$ cat src/rtl/a2_serdes_pkg.sv
// Shared serial-link definitions for the serializer and deserializer sides.
package a2_serdes_pkg;

  // Shortest legal burst; anything shorter is discarded by the receiver.
  localparam int unsigned MIN_BITS = 3;

  typedef enum logic {
    IDLE,
    RECV
  } state_e;

  // Counter width able to hold the value `width` itself.
  function automatic int unsigned mod_bits(int unsigned width);
    return $clog2(width) + 1;
  endfunction

endpackage

$ cat src/rtl/a2_deserializer_if.sv
// Serial input, consumer handshake and status signals of the deserializer.
interface a2_deserializer_if #(
  parameter int unsigned WIDTH    = 8,
  parameter int unsigned MOD_BITS = a2_serdes_pkg::mod_bits(WIDTH)
);
  logic                ser_data_i;
  logic                ser_data_val_i;
  logic                ready_i;
  logic [WIDTH-1:0]    data_o;
  logic [MOD_BITS-1:0] data_mod_o;
  logic                data_val_o;
  logic                busy_o;
  logic                len_err_o;
  logic                overrun_o;

  // Link/consumer side: drives serial bits and ready, observes the word.
  modport master (
    output ser_data_i, ser_data_val_i, ready_i,
    input  data_o, data_mod_o, data_val_o, busy_o, len_err_o, overrun_o
  );

  // Deserializer side.
  modport slave (
    input  ser_data_i, ser_data_val_i, ready_i,
    output data_o, data_mod_o, data_val_o, busy_o, len_err_o, overrun_o
  );
endinterface

$ cat src/rtl/a2_deser_hold.sv
// One-word valid/ready hold register with overrun detection.
module a2_deser_hold #(
  parameter int unsigned WIDTH    = 8,
  parameter int unsigned MOD_BITS = 4
) (
  input  logic                clk_i,
  input  logic                rst_n_i,
  input  logic                load_i,
  input  logic [WIDTH-1:0]    word_i,
  input  logic [MOD_BITS-1:0] mod_i,
  input  logic                ready_i,
  output logic [WIDTH-1:0]    data_o,
  output logic [MOD_BITS-1:0] data_mod_o,
  output logic                data_val_o,
  output logic                overrun_o
);
  logic [WIDTH-1:0]    data_q, data_d;
  logic [MOD_BITS-1:0] mod_q, mod_d;
  logic                val_q, val_d;
  logic                overrun_q, overrun_d;
  logic                take;

  // Load when empty or when the held word is accepted in the same cycle.
  always_comb begin
    take      = load_i & (~val_q | ready_i);
    data_d    = data_q;
    mod_d     = mod_q;
    val_d     = val_q;
    overrun_d = load_i & val_q & ~ready_i;
    if (take) begin
      data_d = word_i;
      mod_d  = mod_i;
      val_d  = 1'b1;
    end else if (val_q && ready_i) begin
      val_d = 1'b0;
    end
  end

  // Hold register state.
  always_ff @(posedge clk_i or negedge rst_n_i) begin
    if (!rst_n_i) begin
      data_q    <= '0;
      mod_q     <= '0;
      val_q     <= 1'b0;
      overrun_q <= 1'b0;
    end else begin
      data_q    <= data_d;
      mod_q     <= mod_d;
      val_q     <= val_d;
      overrun_q <= overrun_d;
    end
  end

  assign data_o     = data_q;
  assign data_mod_o = mod_q;
  assign data_val_o = val_q;
  assign overrun_o  = overrun_q;
endmodule

$ cat src/rtl/a2_deserializer.sv
// Rebuilds MSB-first serial bursts into MSB-aligned words with a bit count.
module a2_deserializer
  import a2_serdes_pkg::*;
#(
  parameter int unsigned WIDTH    = 8,
  parameter int unsigned MOD_BITS = mod_bits(WIDTH),
  parameter int unsigned MIN_BITS = a2_serdes_pkg::MIN_BITS
) (
  input  logic          clk_i,
  input  logic          rst_n_i,
  a2_deserializer_if.slave bus
);
  state_e              state_q, state_d;
  logic [MOD_BITS-1:0] cnt_q, cnt_d;
  logic [WIDTH-1:0]    acc_q, acc_d;
  logic                len_err_q, len_err_d;
  logic                done;
  logic                legal;
  logic [MOD_BITS-1:0] len;
  logic [WIDTH-1:0]    word;
  logic [WIDTH-1:0]    ser_word;

  // Next state, bit capture and completion detection.
  always_comb begin
    state_d  = state_q;
    cnt_d    = cnt_q;
    acc_d    = acc_q;
    done     = 1'b0;
    len      = cnt_q;
    word     = acc_q;
    // Incoming bit positioned at acc[WIDTH-1-cnt]; only meaningful in RECV.
    ser_word = {{(WIDTH-1){1'b0}}, bus.ser_data_i} << (MOD_BITS'(WIDTH - 1) - cnt_q);
    unique case (state_q)
      IDLE: begin
        if (bus.ser_data_val_i) begin
          acc_d            = '0;
          acc_d[WIDTH-1]   = bus.ser_data_i;
          cnt_d            = MOD_BITS'(1);
          state_d          = RECV;
        end
      end
      RECV: begin
        if (bus.ser_data_val_i) begin
          acc_d = acc_q | ser_word;
          if (cnt_q == MOD_BITS'(WIDTH - 1)) begin
            // Final bit of a full-width burst: complete without waiting for val to drop.
            done    = 1'b1;
            len     = MOD_BITS'(WIDTH);
            word    = acc_d;
            cnt_d   = '0;
            state_d = IDLE;
          end else begin
            cnt_d = cnt_q + MOD_BITS'(1);
          end
        end else begin
          done    = 1'b1;
          cnt_d   = '0;
          state_d = IDLE;
        end
      end
      default: state_d = IDLE;
    endcase
    legal     = (len >= MOD_BITS'(MIN_BITS));
    len_err_d = done & ~legal;
  end

  // FSM, counter, accumulator and length-error pulse registers.
  always_ff @(posedge clk_i or negedge rst_n_i) begin
    if (!rst_n_i) begin
      state_q   <= IDLE;
      cnt_q     <= '0;
      acc_q     <= '0;
      len_err_q <= 1'b0;
    end else begin
      state_q   <= state_d;
      cnt_q     <= cnt_d;
      acc_q     <= acc_d;
      len_err_q <= len_err_d;
    end
  end

  a2_deser_hold #(
    .WIDTH    (WIDTH),
    .MOD_BITS (MOD_BITS)
  ) u_hold (
    .clk_i      (clk_i),
    .rst_n_i    (rst_n_i),
    .load_i     (done & legal),
    .word_i     (word),
    .mod_i      (len),
    .ready_i    (bus.ready_i),
    .data_o     (bus.data_o),
    .data_mod_o (bus.data_mod_o),
    .data_val_o (bus.data_val_o),
    .overrun_o  (bus.overrun_o)
  );

  assign bus.busy_o    = (cnt_q != '0);
  assign bus.len_err_o = len_err_q;
endmodule
$ cat src/flat_wrapper.sv
// flat-port wrapper written by rule: the top's interface ports become plain ports
module a2_deserializer_flat import a2_serdes_pkg::*;
#(
  parameter int unsigned WIDTH    = 8,
  parameter int unsigned MOD_BITS = mod_bits(WIDTH),
  parameter int unsigned MIN_BITS = a2_serdes_pkg::MIN_BITS
)
  (clk_i, rst_n_i, bus_ser_data_i, bus_ser_data_val_i, bus_ready_i, bus_data_o, bus_data_mod_o, bus_data_val_o, bus_busy_o, bus_len_err_o, bus_overrun_o);
  a2_deserializer_if #(.WIDTH(WIDTH), .MOD_BITS(MOD_BITS)) bus_i ();
  input  logic clk_i;
  input  logic rst_n_i;
  input wire logic [$bits(bus_i.ser_data_i)-1:0] bus_ser_data_i;
  input wire logic [$bits(bus_i.ser_data_val_i)-1:0] bus_ser_data_val_i;
  input wire logic [$bits(bus_i.ready_i)-1:0] bus_ready_i;
  output wire logic [$bits(bus_i.data_o)-1:0] bus_data_o;
  output wire logic [$bits(bus_i.data_mod_o)-1:0] bus_data_mod_o;
  output wire logic [$bits(bus_i.data_val_o)-1:0] bus_data_val_o;
  output wire logic [$bits(bus_i.busy_o)-1:0] bus_busy_o;
  output wire logic [$bits(bus_i.len_err_o)-1:0] bus_len_err_o;
  output wire logic [$bits(bus_i.overrun_o)-1:0] bus_overrun_o;
  assign bus_i.ser_data_i = bus_ser_data_i;
  assign bus_i.ser_data_val_i = bus_ser_data_val_i;
  assign bus_i.ready_i = bus_ready_i;
  assign bus_data_o = bus_i.data_o;
  assign bus_data_mod_o = bus_i.data_mod_o;
  assign bus_data_val_o = bus_i.data_val_o;
  assign bus_busy_o = bus_i.busy_o;
  assign bus_len_err_o = bus_i.len_err_o;
  assign bus_overrun_o = bus_i.overrun_o;
  a2_deserializer #(.WIDTH(WIDTH), .MOD_BITS(MOD_BITS), .MIN_BITS(MIN_BITS)) u_core (.clk_i(clk_i), .rst_n_i(rst_n_i), .bus(bus_i));
endmodule
$ cat config.mk
export PLATFORM = sky130hd
export DESIGN_NAME = a2_deserializer_flat
export DESIGN_NICKNAME = d
export VERILOG_FILES = /design/src/rtl/a2_serdes_pkg.sv /design/src/rtl/a2_deserializer_if.sv /design/src/rtl/a2_deser_hold.sv /design/src/rtl/a2_deserializer.sv /design/src/flat_wrapper.sv
export SDC_FILE = /design/constraint.sdc
export NUM_CORES = 1
export LEC_CHECK = 0
export CAP_MARGIN = 20
export CORE_ASPECT_RATIO = 1.1
export CORE_MARGIN = 2
export CORE_UTILIZATION = 61
export CTS_BUF_LIST = sky130_fd_sc_hd__clkbuf_8 sky130_fd_sc_hd__clkbuf_16
export DETAILED_ROUTE_END_ITERATION = 12
export DONT_BUFFER_PORTS = 1
export HOLD_SLACK_MARGIN = 0.03
export PLACE_DENSITY_LB_ADDON = 0.25
export SLEW_MARGIN = 20
export SYNTH_ARGS = -nofsm -noshare
export SYNTH_HDL_FRONTEND = slang
export SYNTH_SLANG_ARGS = --single-unit
$ cat constraint.sdc
create_clock -name clk_i -period 1.9 [get_ports clk_i]
set_input_delay 0.38 -clock clk_i [delete_from_list [all_inputs] [get_ports clk_i]]
set_output_delay 0.38 -clock clk_i [all_outputs]
set_load 0.02 [all_outputs]
==> out/results.ini <==
[setup_path]
crit_path_start_kind=flop
rr_worst_depth=4
cp.required_ns=1.52
cp.arrival_ns=1.42
timing.rr.start=u_core.cnt_q[1]
reg2reg_to=u_core.u_hold.data_o[3]
cp_max_fo=8
reg2reg_slack_ns=0.13
worstSetupPathType=flop to output pin
crit_start=u_core.cnt_q[0]
endpoint_kind=output pin

[clock_tree]
ctsLongestPathBuffers=2
numClockSinks=28
numCtsBuffers=3
clk_pin_slew_ns=0.09
insertion_delay_ns=0.27
postCtsHoldBufs=2
post-cts-setup-buffers=0
htree_levels=1
cts_root_buf=clkbuf_8
post_cts_resized=0
tritoncts=done

[floorplan]
start_util_pct=65.1
rows=17
dieArea_um2=2570
die_y_um=53.0
num_io_pins=21
core_area_um2=2040
die_w_um=48.5

[status]
status=complete, no violations

[logic_synthesis]
synth_nets=116
synth_cell_types=35
synthTopCellsByArea=dfrtp_1, mux2_4, a21oi_1
synth_edf_count=0
synth_warnings=0
synthFlopType=dfrtp_1
synth_area_um2=1330
synthCells=109
yosysTopAreaCellShare_pct=52.7
synth.avg_cell_area_um2=12.2
ys_seq_elements=28
synthArstFlopShare_pct=100
ys_seq_area_share_pct=52.7
yosys.area.top_type=dfrtp_1

[sta]
finalMaxSlewViolations=0
worst_clock_skew_ns=0.00340
finalCriticalPeriod_ns=1.80
worst_slew_pin_slew_ns=0.470
rsz0062_at_grt=false
whs_ns=0.177
fmax_mhz=555
setup_tns_ns=0
setup_viol=0
max_slew_margin_pct=68.2
hold_viol_final=0
post-route-period-util_pct=94.9

[drt]
routedWlPerCell_um=16.8
dr.first_iter.drc_count=22
vias_per_cell=6.03
drc=0
ant_nets=0
num_vias=856
totalWireLength_um=2380
drt_pre_antenna_iters=4

[placed_design]
gp_congestion=0.858
post-dp-hpwl_um=1610
portBuffers=0
place_area_um2=1360

[power]
ir_worst_vdd_uv=671
p_per_area_nw_per_um2=992
power.leakage_nw=0.732
power.total_mw=1.44

[final_layout]
finish.instance_area_um2=1450
fin_util_pct=71.0
n_antenna_cell=0
drive_above_1_share_pct=21.9
area.growth.synth_to_final_pct=9.04
nets=122
layout_commonest_cell=dfrtp_1
layout_common_cells=dfrtp_1, inv_1, nor2_1, mux2_4, a21oi_1

[flow_run]
max_cap_viol_count=0

[worst_hold_path]
holdPathStages=1
hold_path.class=input pin to flop
hold_end=u_core.bus.len_err_o
hp-start=bus_ser_data_val_i

[grt]
grt_pass1_vias=836
antenna_found_initial=0
grtUsageTotal_pct=20.4
grt.overflow.total=0
grt_max_degree=29
grt_pass1_wl_um=3880

==> cells by family after synthesis <==
group	share of synthesized area, %
and+or+nand+nor	14.2
buffers and inverters	5.65
AOI/OAI and AO/OA	14.0
DFF	52.7
adders and majority gates	1.88
muxes	11.5
==> area by class of cell <==
| cell class | count | area, µm² |
|---|---|---|
| inverters | 8 | 30.0 |
| multi-input cells | 66 | 553 |
| clock buffers | 4 | 55.1 |
| flip-flops and latches | 28 | 701 |
| repair buffers | 8 | 75.1 |
| well taps | 28 | 35.0 |
| fillers | 153 | 593 |
==> synthesized netlist by cell type (2+ instances only) <==
library cell  instances
dfrtp_1              28
inv_1                 8
mux2_4                8
nor2_1                8
a21oi_1               7
a31oi_1               3
a41oi_1               3
and4b_1               3
buf_2                 3
nand2_1               3
nor2b_1               3
o22ai_1               3
a21o_1                2
and2_1                2
clkbuf_1              2
ha_1                  2
mux2_2                2
nor4b_1               2
==> worst max-delay path, stage by stage, from the launching register on <==
cell,delay [ns]
dfrtp_1,0.53
buf_4,0.21
inv_1,0.06
ha_1,0.19
nand2_1,0.17
==> how the worst max path moves through the flow <==
| stage | endpoint | slack, ns | cells past startpoint |
|---|---|---|---|
| after CTS | bus_busy_o | 0.11 | 4 |
| after floorplan | u_core.u_hold.data_mod_o[0] | 0.33 | 4 |
| after global placement | u_core.u_hold.data_o[3] | 0.21 | 4 |
| after global routing | u_core.u_hold.data_o[3] | 0.03 | 4 |
| final | bus_busy_o | 0.1 | 4 |
| after detailed placement | u_core.u_hold.data_o[3] | 0.15 | 4 |
==> stage by stage <==
step,setup WS [ns],cells
CTS,0.105,142
finish,0.0971,142
floorplan,0.326,109
global placement,0.212,136
global route,0.0293,142
detailed placement,0.147,136
==> sequential cells by signal, summed over array words and instances (netlist names) <==
signal / flops
u_core.bus.len_err_o: 1
u_core.u_hold.data_o: 8
u_core.state_q: 1
u_core.u_hold.data_val_o: 1
u_core.u_hold.data_mod_o: 4
u_core.u_hold.overrun_o: 1
u_core.cnt_q: 4
u_core.acc_q: 8
==> metal layers <==
layer | vias up | global-route usage, % | wire [µm]
li1 | 398 | - | -
met1 | 426 | 26.3 | 1090
met2 | 24 | 31.9 | 1140
met3 | 8 | 4.80 | 88
met4 | 0 | 11.4 | 57
met5 | - | 0 | 0
==> report_power, final <==
group          leakage (nW)  internal, mW  total [mW]  switching, mW
Clock                0.0288         0.186       0.366          0.180
Sequential            0.371         0.682       0.841          0.159
Combinational         0.333         0.128       0.230          0.102
No activity file was read; power rests on OpenSTA's default activity.
